<file path="config.mk">
export PLATFORM = sky130hd
export DESIGN_NAME = core_wb_master_bridge
export DESIGN_NICKNAME = d
export VERILOG_FILES = /design/src/rtl/core_mem_pkg.sv /design/src/rtl/mem_lane_align.sv /design/src/rtl/core_wb_master_bridge.sv
export SDC_FILE = /design/constraint.sdc
export NUM_CORES = 1
export LEC_CHECK = 0
export ABC_AREA = 1
export BUFFER_PORTS_ARGS = -buffer_cell sky130_fd_sc_hd__buf_2
export CORE_UTILIZATION = 26
export CTS_BUF_LIST = sky130_fd_sc_hd__clkbuf_8
export DETAILED_ROUTE_END_ITERATION = 10
export MAX_ROUTING_LAYER = met4
export SLEW_MARGIN = 10
export SYNTH_ARGS = -nofsm -noshare
export SYNTH_HDL_FRONTEND = slang
export SYNTH_HIERARCHICAL = 1
export SYNTH_SLANG_ARGS = --single-unit
export TNS_END_PERCENT = 100
</file>
<file path="constraint.sdc">
create_clock -name clk -period 8.46 [get_ports clk]
set_clock_uncertainty 0.1 [all_clocks]
set_input_delay 2.115 -clock clk [delete_from_list [all_inputs] [get_ports clk]]
set_output_delay 2.115 -clock clk [all_outputs]
set_load 0.05 [all_outputs]
</file>
<file path="src/rtl/core_mem_pkg.sv">
// Shared types and constants for the core data-memory Wishbone bridge.
package core_mem_pkg;

    typedef enum logic [2:0] {
        MEM_B  = 3'b000,
        MEM_H  = 3'b001,
        MEM_W  = 3'b010,
        MEM_BU = 3'b100,
        MEM_HU = 3'b101
    } mem_op_e;

    typedef enum logic [1:0] {
        IDLE,
        BUS,
        DONE
    } bridge_state_e;

    localparam logic [31:0] BUS_FAULT_DATA = 32'hDEAD_BEEF;

    // Unknown funct3 encodings fall into the word case.
    function automatic logic access_aligned(input logic [2:0] op, input logic [1:0] offset);
        case (op)
            MEM_B, MEM_BU: access_aligned = 1'b1;
            MEM_H, MEM_HU: access_aligned = ~offset[0];
            default:       access_aligned = (offset == 2'b00);
        endcase
    endfunction

endpackage

</file>
<file path="src/rtl/mem_lane_align.sv">
// Byte-lane steering: store-side sel/data replication and load-side lane
// extraction with sign or zero extension.
module mem_lane_align
    import core_mem_pkg::*;
(
    input  logic [2:0]  op,
    input  logic [1:0]  offset,
    input  logic [31:0] wdata,
    input  logic [31:0] rdata_raw,
    output logic [3:0]  sel,
    output logic [31:0] wdata_lane,
    output logic [31:0] rdata_ext
);

    logic [31:0] shifted;

    always_comb begin
        shifted    = rdata_raw >> {offset, 3'b000};
        sel        = 4'b1111;
        wdata_lane = wdata;
        rdata_ext  = rdata_raw;
        case (op)
            MEM_B: begin
                sel        = 4'b0001 << offset;
                wdata_lane = {4{wdata[7:0]}};
                rdata_ext  = {{24{shifted[7]}}, shifted[7:0]};
            end
            MEM_BU: begin
                sel        = 4'b0001 << offset;
                wdata_lane = {4{wdata[7:0]}};
                rdata_ext  = {24'h0, shifted[7:0]};
            end
            MEM_H: begin
                sel        = 4'b0011 << offset;
                wdata_lane = {2{wdata[15:0]}};
                rdata_ext  = {{16{shifted[15]}}, shifted[15:0]};
            end
            MEM_HU: begin
                sel        = 4'b0011 << offset;
                wdata_lane = {2{wdata[15:0]}};
                rdata_ext  = {16'h0, shifted[15:0]};
            end
            default: begin
                sel        = 4'b1111;
                wdata_lane = wdata;
                rdata_ext  = rdata_raw;
            end
        endcase
    end

endmodule

</file>
<file path="src/rtl/core_wb_master_bridge.sv">
// Core memory-stage to Wishbone classic master bridge, one bus cycle per request.
// Optional watchdog abort on a hung slave is enabled with MEM_TIMEOUT_EN.
module core_wb_master_bridge
    import core_mem_pkg::*;
#(
    parameter int ADDR_W         = 32,
    parameter int TIMEOUT_CYCLES = 255
) (
    input  logic              clk,
    input  logic              reset,
    input  logic [31:0]       mem_addr_mem,
    input  logic [31:0]       mem_wdata_mem,
    input  logic              mem_write_mem,
    input  logic              mem_read_mem,
    input  logic [2:0]        mem_op_mem,
    output logic [31:0]       mem_rdata_mem,
    output logic              stall_pipl,
    output logic              misalign_o,
    output logic              bus_err_o,
    output logic [ADDR_W-1:0] wb_adr_o,
    output logic [31:0]       wb_dat_o,
    output logic [3:0]        wb_sel_o,
    output logic              wb_we_o,
    output logic              wb_cyc_o,
    output logic              wb_stb_o,
    input  logic [31:0]       wb_dat_i,
    input  logic              wb_ack_i,
    input  logic              wb_err_i
);

    bridge_state_e state, next_state;

    logic        req;
    logic        aligned;
    logic        start_bus;
    logic        misaligned_req;
    logic        timed_out;
    logic        cyc_q;
    logic [2:0]  op_q;
    logic [1:0]  offset_q;
    logic [2:0]  lane_op;
    logic [1:0]  lane_offset;
    logic [3:0]  lane_sel;
    logic [31:0] lane_wdata;
    logic [31:0] lane_rdata;

    assign req     = mem_read_mem | mem_write_mem;
    assign aligned = access_aligned(mem_op_mem, mem_addr_mem[1:0]);

    // Lane logic sees the live request in IDLE and the captured one during the bus cycle.
    assign lane_op     = (state == IDLE) ? mem_op_mem : op_q;
    assign lane_offset = (state == IDLE) ? mem_addr_mem[1:0] : offset_q;

    mem_lane_align u_lane (
        .op         (lane_op),
        .offset     (lane_offset),
        .wdata      (mem_wdata_mem),
        .rdata_raw  (wb_dat_i),
        .sel        (lane_sel),
        .wdata_lane (lane_wdata),
        .rdata_ext  (lane_rdata)
    );

`ifdef MEM_TIMEOUT_EN
    localparam int RAW_W = $clog2(TIMEOUT_CYCLES + 1);
    localparam int CNT_W = (RAW_W < 8) ? 8 : ((RAW_W > 16) ? 16 : RAW_W);

    logic [CNT_W-1:0] tmo_cnt;

    always_ff @(posedge clk or posedge reset) begin
        if (reset)
            tmo_cnt <= '0;
        else if (state != BUS)
            tmo_cnt <= '0;
        else
            tmo_cnt <= tmo_cnt + 1'b1;
    end

    assign timed_out = (state == BUS) && (tmo_cnt == CNT_W'(TIMEOUT_CYCLES - 1));
`else
    assign timed_out = 1'b0;
`endif

    always_ff @(posedge clk or posedge reset) begin
        if (reset)
            state <= IDLE;
        else
            state <= next_state;
    end

    always_comb begin
        next_state     = state;
        start_bus      = 1'b0;
        misaligned_req = 1'b0;
        case (state)
            IDLE: begin
                if (req && aligned) begin
                    start_bus  = 1'b1;
                    next_state = BUS;
                end else if (req) begin
                    misaligned_req = 1'b1;
                end
            end
            BUS: begin
                if (wb_err_i || wb_ack_i || timed_out)
                    next_state = DONE;
            end
            // The old request is still present here; returning to IDLE keeps it from reissuing.
            DONE:    next_state = IDLE;
            default: next_state = IDLE;
        endcase
    end

    assign stall_pipl = ~reset & (start_bus | (state == BUS));
    assign wb_cyc_o   = cyc_q;
    assign wb_stb_o   = cyc_q;

    always_ff @(posedge clk or posedge reset) begin
        if (reset) begin
            cyc_q         <= 1'b0;
            wb_adr_o      <= '0;
            wb_dat_o      <= '0;
            wb_sel_o      <= '0;
            wb_we_o       <= 1'b0;
            op_q          <= '0;
            offset_q      <= '0;
            mem_rdata_mem <= '0;
            misalign_o    <= 1'b0;
            bus_err_o     <= 1'b0;
        end else begin
            misalign_o <= 1'b0;
            bus_err_o  <= 1'b0;
            if (start_bus) begin
                cyc_q    <= 1'b1;
                wb_adr_o <= ADDR_W'({mem_addr_mem[31:2], 2'b00});
                wb_dat_o <= lane_wdata;
                wb_sel_o <= lane_sel;
                wb_we_o  <= mem_write_mem;
                op_q     <= mem_op_mem;
                offset_q <= mem_addr_mem[1:0];
            end else if (misaligned_req) begin
                misalign_o    <= 1'b1;
                mem_rdata_mem <= '0;
            end else if (state == BUS) begin
                if (wb_err_i) begin
                    cyc_q         <= 1'b0;
                    bus_err_o     <= 1'b1;
                    mem_rdata_mem <= '0;
                end else if (wb_ack_i) begin
                    cyc_q <= 1'b0;
                    if (!wb_we_o)
                        mem_rdata_mem <= lane_rdata;
                end else if (timed_out) begin
                    cyc_q         <= 1'b0;
                    bus_err_o     <= 1'b1;
                    mem_rdata_mem <= BUS_FAULT_DATA;
                end
            end
        end
    end

endmodule

</file>
==> summary.txt, run 1 <==
status: finished clean
Syn. warnings: 6
WHS Path Cells: 2
Period Utilization, post-route: 68.7%
CP endpoint kind: output pin
R2R depth: 14
met3 GRT Util: 3.79%
WL per Instance: 14.6 µm
Avg Inst Size Synth: 7.08 µm²
Post-CTS Resized: 0
PwrDens: 396 nW/µm²
hold wc startpoint: wb_dat_o[27]
crit path time final: 5.81 ns
Filler cells: 2644
ANT cells: 0
core box area: 23400 µm²
RSZ-0062 raised after global routing: false
vias per cell: 4.45
worst reg2reg path endpoint: mem_rdata_mem[16]
Final Total Pwr: 2.97 mW
Hold Path Sink: wb_dat_o[27]
I/O pins: 211
Clock Tree Buf Depth: 2
multi-input logic area: 2790 µm²
Final Setup Violations: 0
VDD IR-drop max: 0.000172 V
commonest non-fill, non-tap cell in the layout: nand2_1
Worst-Skew Late Latency: 0.38 ns
post-synth cell types: 23
Reg clk slew, reported paths: 0.11 ns
Req. time, crit path: 6.25 ns
final std cells w/o fill: 1361
Post-CTS Setup Inserts: 0
die footprint: 24500 µm²
CP startpoint kind: input port
drt first-iter violations: 378
fin. max-slew vios: 0
Register Area: 2730 µm²
routability congestion estimate: 0.835
Sink Count: 109
CTS root buffer: clkbuf_8
Detailed Route WL: 19900 µm
Final HPWL DP: 13600 µm
initial antenna violation count: 0
vias in the first global route: 5577
synthesized cell area: 6200 µm²
placed cell area: 7300 µm²
sequential-to-total area share from yosys stat: 44.0%
Max Cap Violations: 0
Horiz. Die Dim: 156 µm
Layout Nets: 1142
H-tree levels: 3
register bit total from synthesis: 109
crit path max fanout: 71
fmax: 172 MHz
CTS tree: done
DR DRC count: 0
Site Rows: 56
Layout area overhead: 20.9%
min-delay worst type: reg2reg
GRT Util Overall: 17.0%
met2 usage: 26.0%
Worst R2R Start: state[1]
setup TNS: 0 ns
first-pass GRT wire length: 31100 µm
Leakage: 4.41 nW
Initial Util: 26.5%
Top Usage Layer GRT: met2
global-route congestion overflow total: 0
Worst Path Class, Setup: in2out
antenna-violating nets left: 0
largest net degree at the start of global routing: 78
Post-Synthesis Cells: 876
Final Hold Viols: 0
post-route cell area: 7500 µm²
Slew headroom: 22.8%
reg2reg setup slack: 5.12 ns
CP Data Arrival Time: 3.59 ns
DP Cell Count: 1345
worst slew pin tran: 1.16 ns
met1 Usage GRT: 22.9%
layout cells sized above 1: 25.2%
CTS Buf Count: 9
# port buffers: 208
cts hold-fix bufs: 0
commonest non-fill, non-tap cells in the layout: 347 x nand2_1, 208 x buf_2, 147 x nand3_1, 109 x dfrtp_1, 76 x inv_1
die height: 156 µm
Vias: 6050
drt first pass iters: 5
-- cell usage after synthesis (all sizes together) --
cell    count  area share (%)
a21oi      15             1.2
buf        55             6.1
clkbuf     10            0.61
conb        1           0.060
dfrtp     109              44
inv        79             4.8
nand2     353              22
nand3     163              14
nor2       52             3.8
nor3        1           0.081
o211ai      4            0.48
o21ai      34             2.8
-- final cells by class --
| type | count | share of cell area (%) |
|---|---|---|
| Multi-Input combinational cell | 624 | 37.2 |
| Sequential cell | 109 | 36.4 |
| Timing Repair Buffer | 214 | 14.5 |
| Tap cell | 319 | 5.32 |
| Inverter | 79 | 3.99 |
| Clock buffer | 9 | 1.65 |
| Clock inverter | 7 | 1.00 |
-- per-stage QoR --
stage,setup slack [ns],hold WS (ns),utilization [%]
after floorplan,2.75,0.342,-
after global placement,2.64,0.349,31.2
after detailed placement,2.64,0.357,31.2
after CTS,2.64,0.386,32.0
after global routing,2.51,0.398,32.0
final,2.65,0.380,32.0
-- how the worst max path moves through the flow --
| stage | start | depth (start not counted) | end |
|---|---|---|---|
| 6_report | mem_write_mem | 6 | stall_pipl |
| 5_1_grt | mem_write_mem | 6 | stall_pipl |
| 4_1_cts | mem_write_mem | 6 | stall_pipl |
| 3_5_place_dp | mem_write_mem | 6 | stall_pipl |
| 3_3_place_gp | mem_write_mem | 6 | stall_pipl |
| 2_1_floorplan | mem_op_mem[1] | 7 | stall_pipl |
-- flip-flops by register name (all words and copies together), names as in the netlist --
name and count:
bus_err_o 1, wb_we_o 1, misalign_o 1, wb_adr_o 30
wb_dat_o 32, state 2, wb_sel_o 4, wb_cyc_o 1
offset_q 2, op_q 3, mem_rdata_mem 32
-- kinds of logic (layout without fill, tap and decap cells) --
kind of cell,count (synthesis),in the layout,share of synthesized area (%)
simple gates,569,569,40.0
compound gates,53,53,4.50
buf+inv,144,309,11.5
flops,109,109,44.0
other cells,1,2,0.0605
-- where the power goes --
part	internal (mW)	switching [mW]
Sequential	0.734	0.116
Clock	0.140	0.199
Combinational	0.403	1.38
-- critical path: stages --
cell     delay (ns)
buf_2          0.09
nor2_1         0.09
nor2_8         0.79
nand2_4        0.06
a21oi_1        0.14
buf_2          0.27
-- per-layer routing --
metal  vias up  wire (µm)
met5         -          0
li1       3044          -
met3        10       1300
met4         0        139
met2       202       9070
met1      2794       9420
(Power assumes the default switching activity.)
==> run 2, diff against run 1 <==
Clock period 8.46 ns to 5.7 ns, I/O delays scaled along.
==> summary.txt, run 2 (synthesis gave the netlist of run 1 again) <==
status: finished clean
max incr delay on CP: 0.28 ns (-0.51 ns)
DR DRC count: 0 (unchanged)
met3 GRT Util: 4.62% (+0.83 points)
reg2reg setup slack: 2.54 ns (-2.58 ns)
Leakage: 4.42 nW (+0.22%)
Initial Util: 26.5% (unchanged)
Final HPWL DP: 13800 µm (+0.97%)
RSZ-0062 raised after global routing: false
R2R depth: 15 (+1)
placed cell area: 7320 µm² (+0.31%)
largest registers: mem_rdata_mem (32), wb_dat_o (32), wb_adr_o (30)
min-delay worst type: reg2reg
critical-path cell list: buf_2 -> inv_1 -> nand2_1 -> o21ai_4 -> nand2_4 -> a21oi_1 -> buf_2
core box area: 23400 µm² (unchanged)
WL per Instance: 14.6 µm (about the same)
CTS root buffer: clkbuf_8
Post-CTS Setup Inserts: 0 (unchanged)
CP Data Arrival Time: 2.31 ns (-1.28 ns)
Post-CTS Resized: 0 (unchanged)
PwrDens: 585 nW/µm² (+48%)
GRT Util Overall: 16.9% (-0.036 points)
vias per cell: 4.43 (-0.37%)
drt first-iter violations: 368 (-2.6%)
routability congestion estimate: 0.923 (+11%)
VDD IR-drop max: 0.000244 V (+42%)
worst reg2reg path endpoint: mem_rdata_mem[10]
Sink Count: 109 (unchanged)
layout cells sized above 1: 25.4% (+0.12 points)
Filler cells: 2645 (+0.038%)
Detailed Route WL: 20100 µm (+0.62%)
commonest non-fill, non-tap cells in the layout: 347 x nand2_1, 208 x buf_2, 147 x nand3_1, 109 x dfrtp_1, 77 x inv_1
met2 usage: 25.4% (-0.55 points)
fmax: 261 MHz
drt first pass iters: 5 (unchanged)
Layout area overhead: 21.3%
Worst Setup EP: stall_pipl
Worst-Skew Late Latency: 0.40 ns (+0.02 ns)
Site Rows: 56 (unchanged)
Reg clk slew, reported paths: 0.10 ns (about the same)
CP endpoint kind: output pin
setup TNS: 0 ns (unchanged)
worst slew pin tran: 1.07 ns (-0.0867 ns)
Vias: 6063 (+0.21%)
cts hold-fix bufs: 0 (unchanged)
CTS tree: done
antenna-violating nets left: 0 (unchanged)
CP startpoint kind: input port
cell mode on critical path: buf_2
Worst Path Class, Setup: in2out
largest net degree at the start of global routing: 82 (+5.1%)
global-route congestion overflow total: 0 (unchanged)
first-pass GRT wire length: 31000 µm (-0.49%)
crit path max fanout: 4 (-94%)
Worst R2R Start: state[1]
Final Hold Viols: 0 (unchanged)
post-route cell area: 7520 µm² (+0.35%)
Worst Setup SP: mem_op_mem[1]
Final Setup Violations: 0 (unchanged)
CTS Buf Count: 9 (unchanged)
I/O pins: 211 (unchanged)
Horiz. Die Dim: 156 µm (unchanged)
crit path time final: 3.84 ns
# port buffers: 208 (unchanged)
Slew headroom: 28.7% (+6.0 points)
Layout Nets: 1145 (+0.26%)
multi-input logic area: 2790 µm² (unchanged)
Register Area: 2730 µm² (unchanged)
H-tree levels: 3 (unchanged)
Slowest cell on crit path: buf_2
vias in the first global route: 5533 (-0.79%)
Top Usage Layer GRT: met2
Clock Tree Buf Depth: 2 (unchanged)
Max Cap Violations: 0 (unchanged)
Period Utilization, post-route: 67.3%
die height: 156 µm (unchanged)
initial antenna violation count: 5 (+5)
met1 Usage GRT: 22.7% (-0.15 points)
Req. time, crit path: 4.18 ns (-2.07 ns)
commonest non-fill, non-tap cell in the layout: nand2_1
die footprint: 24500 µm² (unchanged)
fin. max-slew vios: 0 (unchanged)
==> run 2: cell types whose count changed in the layout (fill, tap and decap cells not counted) <==
| cell | change |
|---|---|
| inv_1 | +1 |
| clkinv_4 | -1 |
| inv_8 | -1 |
| clkinvlp_4 | +1 |
| buf_4 | +3 |
| diode_2 | +5 |
==> run 2: layer usage <==
layer / vias up / part of all wire [%]
li1: 3053 / -
met1: 2819 / 47
met2: 187 / 46
met3: 4 / 6.9
met4: 0 / 0.22
met5: - / 0
==> run 2: worst min path at each step <==
| stage | end | slack, ns | start | cells after the start |
|---|---|---|---|---|
| final | wb_dat_o[4] | 0.38 | wb_dat_o[4] | 2 |
| after global routing | wb_dat_o[4] | 0.39 | wb_dat_o[4] | 2 |
| after CTS | wb_dat_o[4] | 0.38 | wb_dat_o[4] | 2 |
| after detailed placement | wb_dat_o[4] | 0.35 | wb_dat_o[4] | 2 |
| after global placement | wb_adr_o[26] | 0.35 | wb_adr_o[26] | 2 |
| after floorplan | offset_q[0] | 0.34 | offset_q[0] | 2 |
==> run 2: report_power, final <==
| part | leakage (nW) | internal (mW) | switching, mW |
|---|---|---|---|
| clock | 0.0983 | 0.202 | 0.293 |
| sequential | 1.37 | 1.09 | 0.168 |
| combinational | 2.94 | 0.605 | 2.05 |
| total | 4.42 | 1.90 | 2.51 |
==> run 2: layout make-up <==
type | count | area share (%)
Inverter | 79 | 3.98
Antenna cell | 5 | 0.166
Sequential cell | 109 | 36.3
Clock inverter | 7 | 0.882
Multi-Input combinational cell | 624 | 37.0
Timing Repair Buffer | 217 | 14.7
Tap cell | 319 | 5.31
Clock buffer | 9 | 1.65
==> run 2: worst max-delay path, delay by kind of cell <==
kind	cells	cell delay [ns]
buffers and inverters	3	0.51
AOI/OAI and AO/OA	2	0.19
and+or+nand+nor	2	0.18
==> run 2: through the flow <==
step / cells / util, % / power, mW / setup WS (ns) / hold slack, ns
finish: 1369 / 32.1 / 4.40 / 1.86 / 0.376
floorplan: 877 / - / 3.33 / 1.30 / 0.342
global placement: 1348 / 31.3 / 3.92 / 1.81 / 0.349
global route: 1369 / 32.1 / 4.72 / 1.75 / 0.395
detailed placement: 1348 / 31.3 / 3.94 / 1.76 / 0.354
CTS: 1364 / 32.1 / 4.46 / 1.85 / 0.381
==> run 3, diff against run 2 <==
Clock period 5.7 ns to 3.91 ns, I/O delays scaled along.
==> summary.txt, run 3 (synthesis gave the netlist of run 1 again) <==
Final Setup Violations: 0 (unchanged)
Slowest cell on crit path: buf_2
CP startpoint kind: input port
Max Cap Violations: 0 (unchanged)
Post-CTS Resized: 0 (unchanged)
crit path max fanout: 4 (unchanged)
Leakage: 4.47 nW (+1.1%)
top cell family by delay on the critical path: buffers and inverters
cts hold-fix bufs: 0 (unchanged)
Req. time, crit path: 2.83 ns (-1.35 ns)
antenna-violating nets left: 0 (unchanged)
routability congestion estimate: 0.902 (-2.3%)
Horiz. Die Dim: 156 µm (unchanged)
DP Worst Slack: 0.900 ns (-0.862 ns)
Layout Nets: 1151 (+0.52%)
PwrDens: 865 nW/µm² (+48%)
RSZ-0062 raised after global routing: false
Clock Tree Buf Depth: 2 (unchanged)
commonest non-fill, non-tap cell in the layout: nand2_1
VDD IR-drop max: 0.000351 V (+44%)
vias in the first global route: 5656 (+2.2%)
setup TNS: 0 ns (unchanged)
Worst Path Class, Setup: in2out
CTS Buf Count: 9 (unchanged)
critical-path cell list: buf_2 -> inv_1 -> nand2_1 -> o21ai_4 -> nand2_4 -> a21oi_1 -> buf_2
die footprint: 24500 µm² (unchanged)
CTS tree: done
drt first-iter violations: 418 (+14%)
CP endpoint kind: output pin
drt first pass iters: 6 (+1)
Reg clk slew, reported paths: 0.13 ns (+0.03 ns)
crit path time final: 2.96 ns
fmax: 338 MHz
Worst-Skew Late Latency: 0.40 ns (about the same)
first-pass GRT wire length: 31300 µm (+0.96%)
Period Utilization, post-route: 75.6%
Site Rows: 56 (unchanged)
cell mode on critical path: buf_2
worst slew pin tran: 0.844 ns (-0.225 ns)
Filler cells: 2615 (-1.1%)
H-tree levels: 3 (unchanged)
largest registers: mem_rdata_mem (32), wb_dat_o (32), wb_adr_o (30)
commonest non-fill, non-tap cells in the layout: 347 x nand2_1, 208 x buf_2, 147 x nand3_1, 109 x dfrtp_1, 75 x inv_1
Initial Util: 26.5% (unchanged)
largest net degree at the start of global routing: 78 (-4.9%)
GRT Util Overall: 16.9% (-0.025 points)
fin worst setup slack: 0.953 ns (-0.912 ns)
Detailed Route WL: 20000 µm (about the same)
I/O pins: 211 (unchanged)
global-route congestion overflow total: 0 (unchanged)
layout cells sized above 1: 26.0% (+0.62 points)
initial antenna violation count: 2 (-3)
Final Hold Viols: 0 (unchanged)
Layout area overhead: 23.0%
WL per Instance: 14.6 µm (-0.31%)
vias per cell: 4.50 (+1.6%)
worst path bufs/invs: 3 (unchanged)
fin. max-slew vios: 0 (unchanged)
Sink Count: 109 (unchanged)
die height: 156 µm (unchanged)
status: finished clean
CP Data Arrival Time: 1.88 ns (-0.43 ns)
Post-CTS Setup Inserts: 0 (unchanged)
Final Total Pwr: 6.60 mW (+50%)
# port buffers: 208 (unchanged)
Slew headroom: 43.7% (+15 points)
Final HPWL DP: 13900 µm (+1.0%)
Vias: 6176 (+1.9%)
DR DRC count: 0 (unchanged)
max incr delay on CP: 0.28 ns (about the same)
min-delay worst type: reg2reg
core box area: 23400 µm² (unchanged)
CTS root buffer: clkbuf_8
-- run 3: changes by cell type in the layout (fill, tap and decap cells not counted) --
cell	change
buf_12	+1
inv_6	+1
inv_4	-1
inv_1	-2
bufinv_16	+2
diode_2	-3
buf_4	+5
-- run 3: layout make-up --
cell class	instances	area, µm²	area share [%]
Timing Repair Buffer	223	1170	15.3
Clock inverter	7	120	1.57
Inverter	79	300	3.94
Antenna cell	2	5.00	0.0656
Multi-Input combinational cell	624	2790	36.5
Tap cell	319	399	5.23
Clock buffer	9	124	1.62
Sequential cell	109	2730	35.8
-- run 3: routing by layer --
metal / share of wire [%] / GRT usage, %
met1: 48 / 23.2
met2: 44 / 24.9
met3: 5.5 / 3.18
met4: 1.8 / 5.37
met5: 0 / -
-- run 3: where the power goes --
group / total, mW / internal [mW] / switching [mW]
Sequential: 1.83 / 1.59 / 0.244
Clock: 0.876 / 0.430 / 0.446
Combinational: 3.89 / 0.899 / 2.99
-- run 3: worst register-to-register path: stages (launching register included) --
cell and delay [ns]:
dfrtp_1 0.41, nor2_2 0.22, inv_2 0.17, nand2_1 0.09, nand2_1 0.25, nor3_1 0.34, nand2_2 0.43, nand3_1 0.23
inv_1 0.05, nor2_1 0.09, nand3_1 0.08, a21oi_1 0.16
-- run 3: final timing paths --
check                              start                 to  slack [ns]  cells after the start
max reg2reg                     state[1]  mem_rdata_mem[10]        1.23                     11
max in group asynchronous          reset   mem_rdata_mem[6]        2.35                      3
min reg2reg                 wb_dat_o[26]       wb_dat_o[26]        0.38                      2
min                         wb_dat_o[26]       wb_dat_o[26]        0.38                      2
max                        mem_op_mem[1]         stall_pipl        0.95                      7
min in group asynchronous          reset  mem_rdata_mem[28]        0.57                      2
-- run 3: stage by stage --
stage	utilization, %	instances	area, µm²	hold slack, ns
after global routing	32.6	1372	7630	0.400
after global placement	31.5	1354	7380	0.349
after CTS	32.6	1370	7620	0.380
after detailed placement	31.5	1354	7380	0.353
after floorplan	-	877	6210	0.342
final	32.6	1372	7630	0.377
